===== src/rtl/ksa_pkg.sv =====
// Shared definitions for the pipelined Kogge-Stone adder: mode encoding,
// prefix-depth helper and parameter legality check.
package ksa_pkg;

    localparam logic MODE_EXACT  = 1'b0;
    localparam logic MODE_APPROX = 1'b1;

    // Number of prefix levels for a given operand width (ceil log2).
    function automatic int ksa_clog2(input int value);
        int r;
        r = 0;
        for (int i = 0; i < 31; i++) begin
            if ((1 << i) < value) begin
                r = i + 1;
            end
        end
        return r;
    endfunction

    function automatic bit ksa_params_ok(input int width, input int approx_k);
        return (width >= 4) && (width <= 64) && ((width & (width - 1)) == 0) &&
               (approx_k >= 1) && (approx_k <= width - 1);
    endfunction

endpackage


===== src/rtl/ksa_prefix_level.sv =====
// One combinational Kogge-Stone prefix level combining each bit with the bit SPAN below.
// Latency 0 (pure logic); no flow control, the enclosing pipeline owns backpressure.
module ksa_prefix_level #(
    parameter int WIDTH = 16,
    parameter int SPAN  = 1
) (
    input  logic [WIDTH-1:0] g_in,
    input  logic [WIDTH-1:0] p_in,
    output logic [WIDTH-1:0] g_out,
    output logic [WIDTH-1:0] p_out
);

    for (genvar i = 0; i < WIDTH; i++) begin : g_bit
        if (i >= SPAN) begin : g_combine
            assign g_out[i] = g_in[i] | (p_in[i] & g_in[i-SPAN]);
            assign p_out[i] = p_in[i] & p_in[i-SPAN];
        end else begin : g_pass
            assign g_out[i] = g_in[i];
            assign p_out[i] = p_in[i];
        end
    end

endmodule


===== src/rtl/ksa_pipe_adder.sv =====
// Pipelined WIDTH-bit Kogge-Stone adder with per-beat exact / lower-part-OR approximate mode.
// Latency log2(WIDTH)+2 cycles; a single global stall (out_valid & ~out_ready) freezes every stage.
module ksa_pipe_adder
    import ksa_pkg::*;
#(
    parameter int WIDTH    = 16,
    parameter int APPROX_K = 4
) (
    input  logic             clk,
    input  logic             rst_n,
    input  logic             in_valid,
    output logic             in_ready,
    input  logic [WIDTH-1:0] a,
    input  logic [WIDTH-1:0] b,
    input  logic             cin,
    input  logic             mode,
    output logic             out_valid,
    input  logic             out_ready,
    output logic [WIDTH-1:0] sum,
    output logic             cout,
    output logic             ovf
);

    localparam int L = ksa_clog2(WIDTH);

    if (!ksa_params_ok(WIDTH, APPROX_K)) begin : g_param_check
        $error("ksa_pipe_adder: WIDTH must be a power of two in 4..64 and APPROX_K in 1..WIDTH-1");
    end

    // Everything one beat needs on its way to the output stage.
    typedef struct packed {
        logic [WIDTH-1:0]    g;
        logic [WIDTH-1:0]    p;
        logic [WIDTH-1:0]    raw_p;
        logic [APPROX_K-1:0] ab_or;
        logic                a_msb;
        logic                c0;
        logic                mode;
    } beat_t;

    beat_t            s0_d;
    beat_t            stg_d [0:L];
    beat_t            stg_q [0:L];
    logic [L:0]       vld_q;
    logic [WIDTH-1:0] lvl_g [1:L];
    logic [WIDTH-1:0] lvl_p [1:L];
    logic             stall;
    logic [WIDTH-1:0] carry;
    logic [WIDTH-1:0] sum_d;
    logic             cout_d;
    logic             ovf_d;

    assign stall    = out_valid & ~out_ready;
    assign in_ready = ~stall;

    // Approx mode seeds g[K-1] with the AND carry and clears p[K-1], so the
    // prefix tree delivers exactly that carry into bit K and nothing from below.
    always_comb begin
        s0_d       = '0;
        s0_d.raw_p = a ^ b;
        s0_d.ab_or = a[APPROX_K-1:0] | b[APPROX_K-1:0];
        s0_d.a_msb = a[WIDTH-1];
        s0_d.mode  = mode;
        s0_d.p     = a ^ b;
        s0_d.g     = a & b;
        if (mode == MODE_EXACT) begin
            s0_d.c0   = cin;
            s0_d.g[0] = (a[0] & b[0]) | ((a[0] ^ b[0]) & cin);
        end else begin
            s0_d.p[APPROX_K-1:0] = '0;
            s0_d.g[APPROX_K-1:0] = '0;
            s0_d.g[APPROX_K-1]   = a[APPROX_K-1] & b[APPROX_K-1];
        end
    end

    for (genvar d = 1; d <= L; d++) begin : g_level
        ksa_prefix_level #(
            .WIDTH (WIDTH),
            .SPAN  (1 << (d - 1))
        ) u_level (
            .g_in  (stg_q[d-1].g),
            .p_in  (stg_q[d-1].p),
            .g_out (lvl_g[d]),
            .p_out (lvl_p[d])
        );
    end

    always_comb begin
        stg_d[0] = s0_d;
        for (int d = 1; d <= L; d++) begin
            stg_d[d]   = stg_q[d-1];
            stg_d[d].g = lvl_g[d];
            stg_d[d].p = lvl_p[d];
        end
    end

    // After the last level G[i] is the carry out of bit i.
    always_comb begin
        carry  = {stg_q[L].g[WIDTH-2:0], stg_q[L].c0};
        sum_d  = stg_q[L].raw_p ^ carry;
        if (stg_q[L].mode == MODE_APPROX) begin
            sum_d[APPROX_K-1:0] = stg_q[L].ab_or;
        end
        cout_d = stg_q[L].g[WIDTH-1];
        ovf_d  = ~stg_q[L].raw_p[WIDTH-1] & (sum_d[WIDTH-1] ^ stg_q[L].a_msb);
    end

    always_ff @(posedge clk or negedge rst_n) begin
        if (!rst_n) begin
            for (int d = 0; d <= L; d++) begin
                stg_q[d] <= '0;
            end
            vld_q     <= '0;
            out_valid <= 1'b0;
            sum       <= '0;
            cout      <= 1'b0;
            ovf       <= 1'b0;
        end else if (!stall) begin
            for (int d = 0; d <= L; d++) begin
                stg_q[d] <= stg_d[d];
            end
            vld_q     <= {vld_q[L-1:0], in_valid};
            out_valid <= vld_q[L];
            sum       <= sum_d;
            cout      <= cout_d;
            ovf       <= ovf_d;
        end
    end

endmodule


===== config.mk =====
export PLATFORM = sky130hd
export DESIGN_NAME = ksa_pipe_adder
export DESIGN_NICKNAME = d
export VERILOG_FILES = /design/src/rtl/ksa_pkg.sv /design/src/rtl/ksa_prefix_level.sv /design/src/rtl/ksa_pipe_adder.sv
export SDC_FILE = /design/constraint.sdc
export NUM_CORES = 1
export LEC_CHECK = 0
export CORE_ASPECT_RATIO = 0.8
export CORE_MARGIN = 2
export CORE_UTILIZATION = 30
export CTS_CLUSTER_SIZE = 40
export DETAILED_ROUTE_END_ITERATION = 6
export DONT_BUFFER_PORTS = 1
export HOLD_SLACK_MARGIN = 0.08
export SYNTH_ARGS = -nofsm -noshare
export SYNTH_HDL_FRONTEND = slang
export SYNTH_SLANG_ARGS = --single-unit

===== constraint.sdc =====
create_clock -name clk -period 1.2 [get_ports clk]
set_input_delay 0.06 -clock clk [delete_from_list [all_inputs] [get_ports clk]]
set_output_delay 0.06 -clock clk [all_outputs]
set_load 0.005 [all_outputs]

==> results.md, run 1 <==
- RSZ-0062 raised after global routing: true
- Avg Cell Area, Syn: 9.310 µm²
- GPL Wtd Cong: 0.7507
- Sequential share of the synthesized area: ~62%
- Largest net degree at the start of global routing: 257
- Worst Path Max Fanout: 8
- Grt total ovfl: 0
- IO buf count: 0
- First-pass GRT wire length: around 37 mm
- Post-route DRC: 0
- Setup crit end kind: primary output
- Power Density: 2432 nW/µm²
- Met2 wire length: 9.831 mm
- Post-route clock period utilization: 113.4%
- Ys flop type: dfrtp_1
- Ys async rst share: 100.0%
- Post-layout min period: 1.361 ns
- Top Ports: 58
- Clock sinks: 256
- CP max-delay cell: dfrtp_1
- Worst endpoint required time: 1.14 ns
- Clock skew: roughly 0.014 ns
- Total design power: between 30 and 40 mW
- Area leader, netlist: dfrtp_1
- Outcome: finished with violations
- Clk Latency, worst-skew pair: between 0.5 and 0.6 ns
- Synth-to-layout area growth: 24.73%
- CTS H-tree depth: 1
- Ant diodes: 0
- Initial antenna violation count: 1
- Largest family of logic cells by synthesized area: simple AND/OR/NAND/NOR gates
- Layout cells sized above 1: 11.02%
- CP Launch Type: flop
- Simple-gate share of the synthesized area: 23.47%
- Post-route ant nets: 0
- WS Path Type: reg -> out
- # setup viols final: 250
- Clock slew at reported path FFs: roughly 0.06 ns
- Max-Cap Viols: 0
- Count leader, synth: nand2_1
- Met3 WL: 968 µm
- Yosys cell types: 21
- Number of DRC markers after the initial detailed-route iteration: 556
- Core Area: 33,780 µm²
- Initial DRT Pass Iterations: 5
- Pre-CTS setup slack: -0.1362 ns
- Max Clk Rate: 734.9 MHz
- Gr usage total: approximately an eighth
- Avg WL per Cell: ~14 µm
- Slew Limit Fails: 0
- Vias per cell: 4.400
- Post-Synth XOR/XNOR Area: ~1.4%
- Post-route setup slack: -0.1607 ns
- Die width: around 210 µm
- Final hold slack: -0.7715 ns
- Synth Area in Adders: 2.424%
- Starting density of the core: 30.56%
- WL final: 22.65 mm
- Met1 wire length: 11.53 mm
- Crit-path max cell delay: 0.35 ns
- Die Area: about 36,000 µm²
- Hold Buf Count CTS: 47
- Yosys reg bits: 256
- Clock Path Buffers: 3
- Post-Syn Area: 10,320 µm²
- Synth Instances: 1,109
- Top Metal Used: met5
- Dominant cells by area after synthesis: dfrtp_1, nand2_1, o21ai_0, a21oi_1, ha_1
- Vias in the first global route: 7,175
- Static leakage: 6.483 nW
- Worst slew margin: between 40% and 50%
- Cts bufs inserted: 27
- Total number of vias: 7,181
- Worst-Margin Slew: 0.7941 ns
- Area share of the largest cell type after synthesis: 62.05%
- Violated checks: negative hold slack, negative setup slack
- Syn nets: 1,167
- Min-delay worst type: in -> async
- CTS tree: yes
- Mux cell area share after synthesis: 0.3878%
- Synth Area in Compound Gates: 6.059%
- # nets final: between 1k and 1.5k
- Row cnt: 60
- Detailed placer's ending HPWL: between 10 and 15 mm
- Die height: around 170 µm
- Fin util: 38.12%
- Hold Vio Cnt, Final: 264
- CP arrival: 1.30 ns
- Post-synth EDFFs: 0
- Clock root cell: clkbuf_16
- Max VDD drop: 1304 µV
- Placed inst area: 10,930 µm²
- Number of synthesis warnings: 0
- CP Cell Sequence: nor2b_4 -> inv_8 -> buf_12
- Final Cell Area: between 10,000 and 15,000 µm²
- Synth top cells by count: nand2_1, dfrtp_1, o21ai_0, a21oi_1, nand3_1
[cell usage in the layout (no fill, tap or decap), types with 9 or more instances in the layout]
cell,instances
ha_1,20
dfrtp_1,256
buf_4,11
o21ai_0,40
a21oi_1,50
clkinv_2,9
dlygate4sd3_1,47
nand3_1,33
nand2_2,12
nand2_1,559
clkbuf_16,34
buf_12,17
o21ai_1,20
xnor2_1,13
[worst max-delay path: cells and delay by family (launching register included)]
| kind | cells | cell delay [ns] |
|---|---|---|
| AND/OR/NAND/NOR | 1 | 0.22 |
| flip-flops | 1 | 0.35 |
| buffers and inverters | 2 | 0.20 |
[layout make-up]
cell class	count	area (µm²)
clock buffers	35	755.7
clock inverters	14	173.9
fillers	3349	20900
inverters	9	41.29
multi-input cells	787	3615
flip-flops and latches	256	6406
well taps	434	543.0
repair buffers	97	1344
[power breakdown]
part           internal, mW  switching (mW)  total (mW)
combinational          3.82            4.10        7.92
clock                  5.28            3.36        8.64
sequential             12.0            2.75        14.8
total                  21.1            10.2        31.3
[kinds of logic (layout without fill, tap and decap cells)]
group           after synthesis  after routing
simple gates                625            625
flops                       256            256
compound gates              121            121
buf+inv                      66            155
fa+ha+maj                    20             20
xor+xnor                     17             17
mux                           4              4
[per-stage QoR]
step,setup TNS (ns),std cells
6_report,-21.74,1632
5_1_grt,-44.15,1632
4_1_cts,-25.27,1620
3_5_place_dp,-7.455,1518
3_3_place_gp,-1.507,1518
2_1_floorplan,0,1109
[path summary, 6_finish.rpt]
| path | startpoint | to | slack, ns | cells past startpoint |
|---|---|---|---|---|
| min | rst_n | sum[14] | -0.77 | 0 |
| max reg2reg | out_valid | stg_q[159] | -0.15 | 5 |
| min reg2reg | vld_q[4] | out_valid | 0.45 | 1 |
| max in group asynchronous | rst_n | stg_q[250] | 1.30 | 0 |
| max | out_valid | in_ready | -0.16 | 3 |
| min in group clk | out_ready | stg_q[248] | -0.08 | 5 |
[registers in the layout (all words and copies together) (netlist names)]
| register | cells |
|---|---|
| cout | 1 |
| stg_q | 135 |
| stg_d | 80 |
| vld_q | 5 |
| sum | 16 |
| carry | 16 |
| out_valid | 1 |
| cout_d | 1 |
| ovf | 1 |
[timing repair]
item	CTS	global route
endpoints found under the hold margin	311	269
endpoints found under the setup margin	200	257
resized for setup	11	72
pin swaps	0	14
gates cloned	3	8
buffers inserted	3	4
[per-layer routing]
metal | GRT usage (%) | vias to the layer above
met5 | 0 | -
met3 | 2.528 | 30
li1 | - | 3653
met1 | 19.16 | 3379
met4 | 2.113 | 2
met2 | 18.62 | 117
Power figures use the tool's default switching activity.
==> inputs of run 2 (changes only) <==
--- a/config.mk
+++ b/config.mk
@@ -5,13 +5,15 @@
 export SDC_FILE = /design/constraint.sdc
 export NUM_CORES = 1
 export LEC_CHECK = 0
-export CORE_ASPECT_RATIO = 0.8
+export CORE_ASPECT_RATIO = 1.1
 export CORE_MARGIN = 2
 export CORE_UTILIZATION = 30
 export CTS_CLUSTER_SIZE = 40
 export DETAILED_ROUTE_END_ITERATION = 6
 export DONT_BUFFER_PORTS = 1
 export HOLD_SLACK_MARGIN = 0.08
+export PLACE_DENSITY = 0.48
+export SKIP_LAST_GASP = 1
 export SYNTH_ARGS = -nofsm -noshare
 export SYNTH_HDL_FRONTEND = slang
 export SYNTH_SLANG_ARGS = --single-unit
==> run 2 against run 1 <==
Effect of this change: the run still ends with negative hold slack, negative setup slack left; cell count rose by 0.12%; sequential share of layout area increased by 0.76 points; maximum frequency shrank 9.3%; clock-buffer cell count grew 6; combinational power shrank 2%; critical path type unchanged; largest power group unchanged; highest routed layer is now met4.
==> results.md, run 2 (synthesis results as in run 1) <==
- IO buf count: 0 (unchanged)
- Slew Limit Fails: 0 (unchanged)
- Post-route DRC: 0 (unchanged)
- Hold Buf Count CTS: 47 (unchanged)
- Commonest cells after routing, fill and taps aside: nand2_1, dfrtp_1, o21ai_0, a21oi_1, dlygate4sd3_1 (was nand2_1, dfrtp_1, a21oi_1, dlygate4sd3_1, o21ai_0)
- Internal power: 20.64 mW (was 21.11 mW)
- Top Ports: 58 (unchanged)
- Critical path depth: 5 (was 3)
- Crit path max-delay family: buffers and inverters (was flip-flops)
- Max-Cap Viols: 0 (unchanged)
- Worst endpoint required time: 1.14 ns (about the same)
- CP arrival: 1.44 ns (was 1.30 ns)
- Max reg flops: 135 (unchanged)
- Post-layout min period: 1.500 ns (was 1.361 ns)
- Die width: 180.9 µm (was 211.4 µm)
- Clock slew at reported path FFs: 0.06 ns (about the same)
- Cts bufs inserted: 27 (unchanged)
- Final Cell Area: 12,690 µm² (was 12,880 µm²)
- CP max-delay cell: dfrtp_1 (unchanged)
- CP Cell Sequence: nor2b_4 -> buf_12 -> inv_16 -> buf_12 -> buf_6 (was nor2b_4 -> inv_8 -> buf_12)
- CP most frequent cell: buf_12
- Number of DRC markers after the initial detailed-route iteration: 426 (was 556)
- Worst-Margin Slew: 0.5679 ns (was 0.7941 ns)
- Max Clk Rate: 666.7 MHz (was 734.9 MHz)
- Violated checks: negative hold slack, negative setup slack (unchanged)
- Reg2Reg Depth: 8 (was 5)
- Max VDD drop: 1086 µV (was 1304 µV)
- Sw Ratio: 32.74% (was 32.61%)
- Total design power: 30.69 mW (was 31.32 mW)
- CTS tree: yes (unchanged)
- Logic pwr share: 25.2% (was 25.3%)
- WS Path Type: reg -> out (unchanged)
- CP bufs+invs: 4 (was 2)
- WL final: 24.16 mm (was 22.65 mm)
- Sw power: 10.05 mW (was 10.21 mW)
- Clock root cell: clkbuf_16 (unchanged)
- Die height: 198.6 µm (was 169.9 µm)
- Static leakage: 6.358 nW (was 6.483 nW)
- Outcome: finished with violations (unchanged)
- RSZ-0062 raised after global routing: true (unchanged)
- Post-route ant nets: 0 (unchanged)
- Worst slew margin: 62.14% (was 47.06%)
- Worst Path Max Fanout: 3 (was 8)
- Placed inst area: 10,910 µm² (was 10,930 µm²)
- Share of power burned in registers: 47.8% (was 47.1%)
- Final hold slack: -0.7767 ns (was -0.7715 ns)
- # nets final: 1,238 (was 1,236)
- Starting density of the core: 30.35% (was 30.56%)
- Grt total ovfl: 0 (unchanged)
- Row cnt: 71 (was 60)
- Leading cell type in the layout, fill and taps excluded: nand2_1 (unchanged)
- Clock Path Buffers: 3 (unchanged)
- Initial DRT Pass Iterations: 4 (was 5)
- Clock sinks: 256 (unchanged)
- Pre-CTS setup slack: -0.08379 ns (was -0.1362 ns)
- Biggest register: stg_q (unchanged)
- Vias in the first global route: 7,192 (was 7,175)
- Initial antenna violation count: 1 (unchanged)
- Placed Instances: 1,522 (was 1,518)
- Detailed placer's ending HPWL: 14.14 mm (was 14.10 mm)
- Die Area: 35,920 µm² (was 35,930 µm²)
- Filler-free cell count of the finished design: 1,634 (was 1,632)
- GPL Wtd Cong: 0.7098 (was 0.7507)
- Gr usage total: 12.99% (was 12.58%)
- Clock power frac: 27.1% (was 27.6%)
- Synth-to-layout area growth: 22.87% (was 24.73%)
- CTS H-tree depth: 1 (unchanged)
- Power Density: 2419 nW/µm² (was 2432 nW/µm²)
- Core Area: 34,020 µm² (was 33,780 µm²)
- Crit-path max cell delay: 0.34 ns (was 0.35 ns)
- Setup crit end kind: primary output (unchanged)
- First-pass GRT wire length: 38.55 mm (was 37.36 mm)
- Vias per cell: 4.426 (was 4.400)
- Clk Latency, worst-skew pair: 0.54 ns (was 0.53 ns)
- Total number of vias: 7,232 (was 7,181)
- Layout cells sized above 1: 8.285% (was 11.02%)
- # setup viols final: 257 (was 250)
- Post-route setup slack: -0.3000 ns (was -0.1607 ns)
- Avg WL per Cell: 14.78 µm (was 13.88 µm)
- Largest net degree at the start of global routing: 257 (unchanged)
- Hold Vio Cnt, Final: 257 (was 264)
- Min-delay worst type: in -> async (unchanged)
- CP Launch Type: flop (unchanged)
- Post-route clock period utilization: 125.0% (was 113.4%)
- Clock skew: 0.01192 ns (was 0.01431 ns)
## run 2: per-layer routing
| layer | vias up | track usage [%] | share of wire (%) |
|---|---|---|---|
| li1 | 3661 | - | - |
| met1 | 3429 | 18.54 | 49 |
| met2 | 111 | 20.53 | 45 |
| met3 | 31 | 2.014 | 4.1 |
| met4 | 0 | 3.584 | 2.0 |
| met5 | - | 0 | 0 |
## run 2: final cells by class
class	count	area, µm²
fillers	3461	21340
diodes	1	2.502
flip-flops and latches	256	6406
inverters	9	50.05
multi-input cells	787	3488
well taps	438	548.0
clock buffers	41	838.3
clock inverters	3	43.79
repair buffers	99	1309
## run 2: metrics by stage
| stage | setup TNS (ns) | hold WS [ns] | utilization, % |
|---|---|---|---|
| detailed placement | -5.380 | -0.2218 | 32.06 |
| finish | -38.32 | -0.7767 | 37.29 |
| CTS | -59.57 | -0.7937 | 36.41 |
| global route | -55.05 | -0.8069 | 37.29 |
| floorplan | 0 | -0.2356 | - |
| global placement | -1.530 | -0.2207 | 32.06 |
## run 2: what timing repair did
action                                  in CTS  in global routing
resized for setup                            8                 21
gates cloned                                 2                 10
endpoints found under the setup margin     240                257
buffers inserted                             3                  6
hold endpoints to repair                   302                257
## run 2: worst register-to-register path: cells and delay by family, from the launching register on
kind	cells	cell delay, ns
buffers and inverters	5	0.74
and+or+nand+nor	3	0.24
DFF	1	0.38
## run 2: path summary, 6_finish.rpt
check                               start  slack (ns)    endpoint
worst max-delay path            out_valid       -0.30    in_ready
worst min-delay path                rst_n       -0.78  stg_q[268]
worst max register to register  out_valid       -0.26  stg_d[166]
worst min register to register   vld_q[4]        0.46    vld_q[4]
max in group asynchronous           rst_n        1.48   stg_q[14]
min in group clk                out_ready       -0.16   stg_d[56]
## run 2: power by group through the flow
stage               logic, mW  clock network, mW  registers [mW]
detailed placement       6.62                  0            14.9
global placement         6.49                  0            14.8
CTS                      7.09               8.57            14.7
global route             8.95               8.90            15.2
floorplan                5.15                  0            13.8
finish                   7.73               8.31            14.7
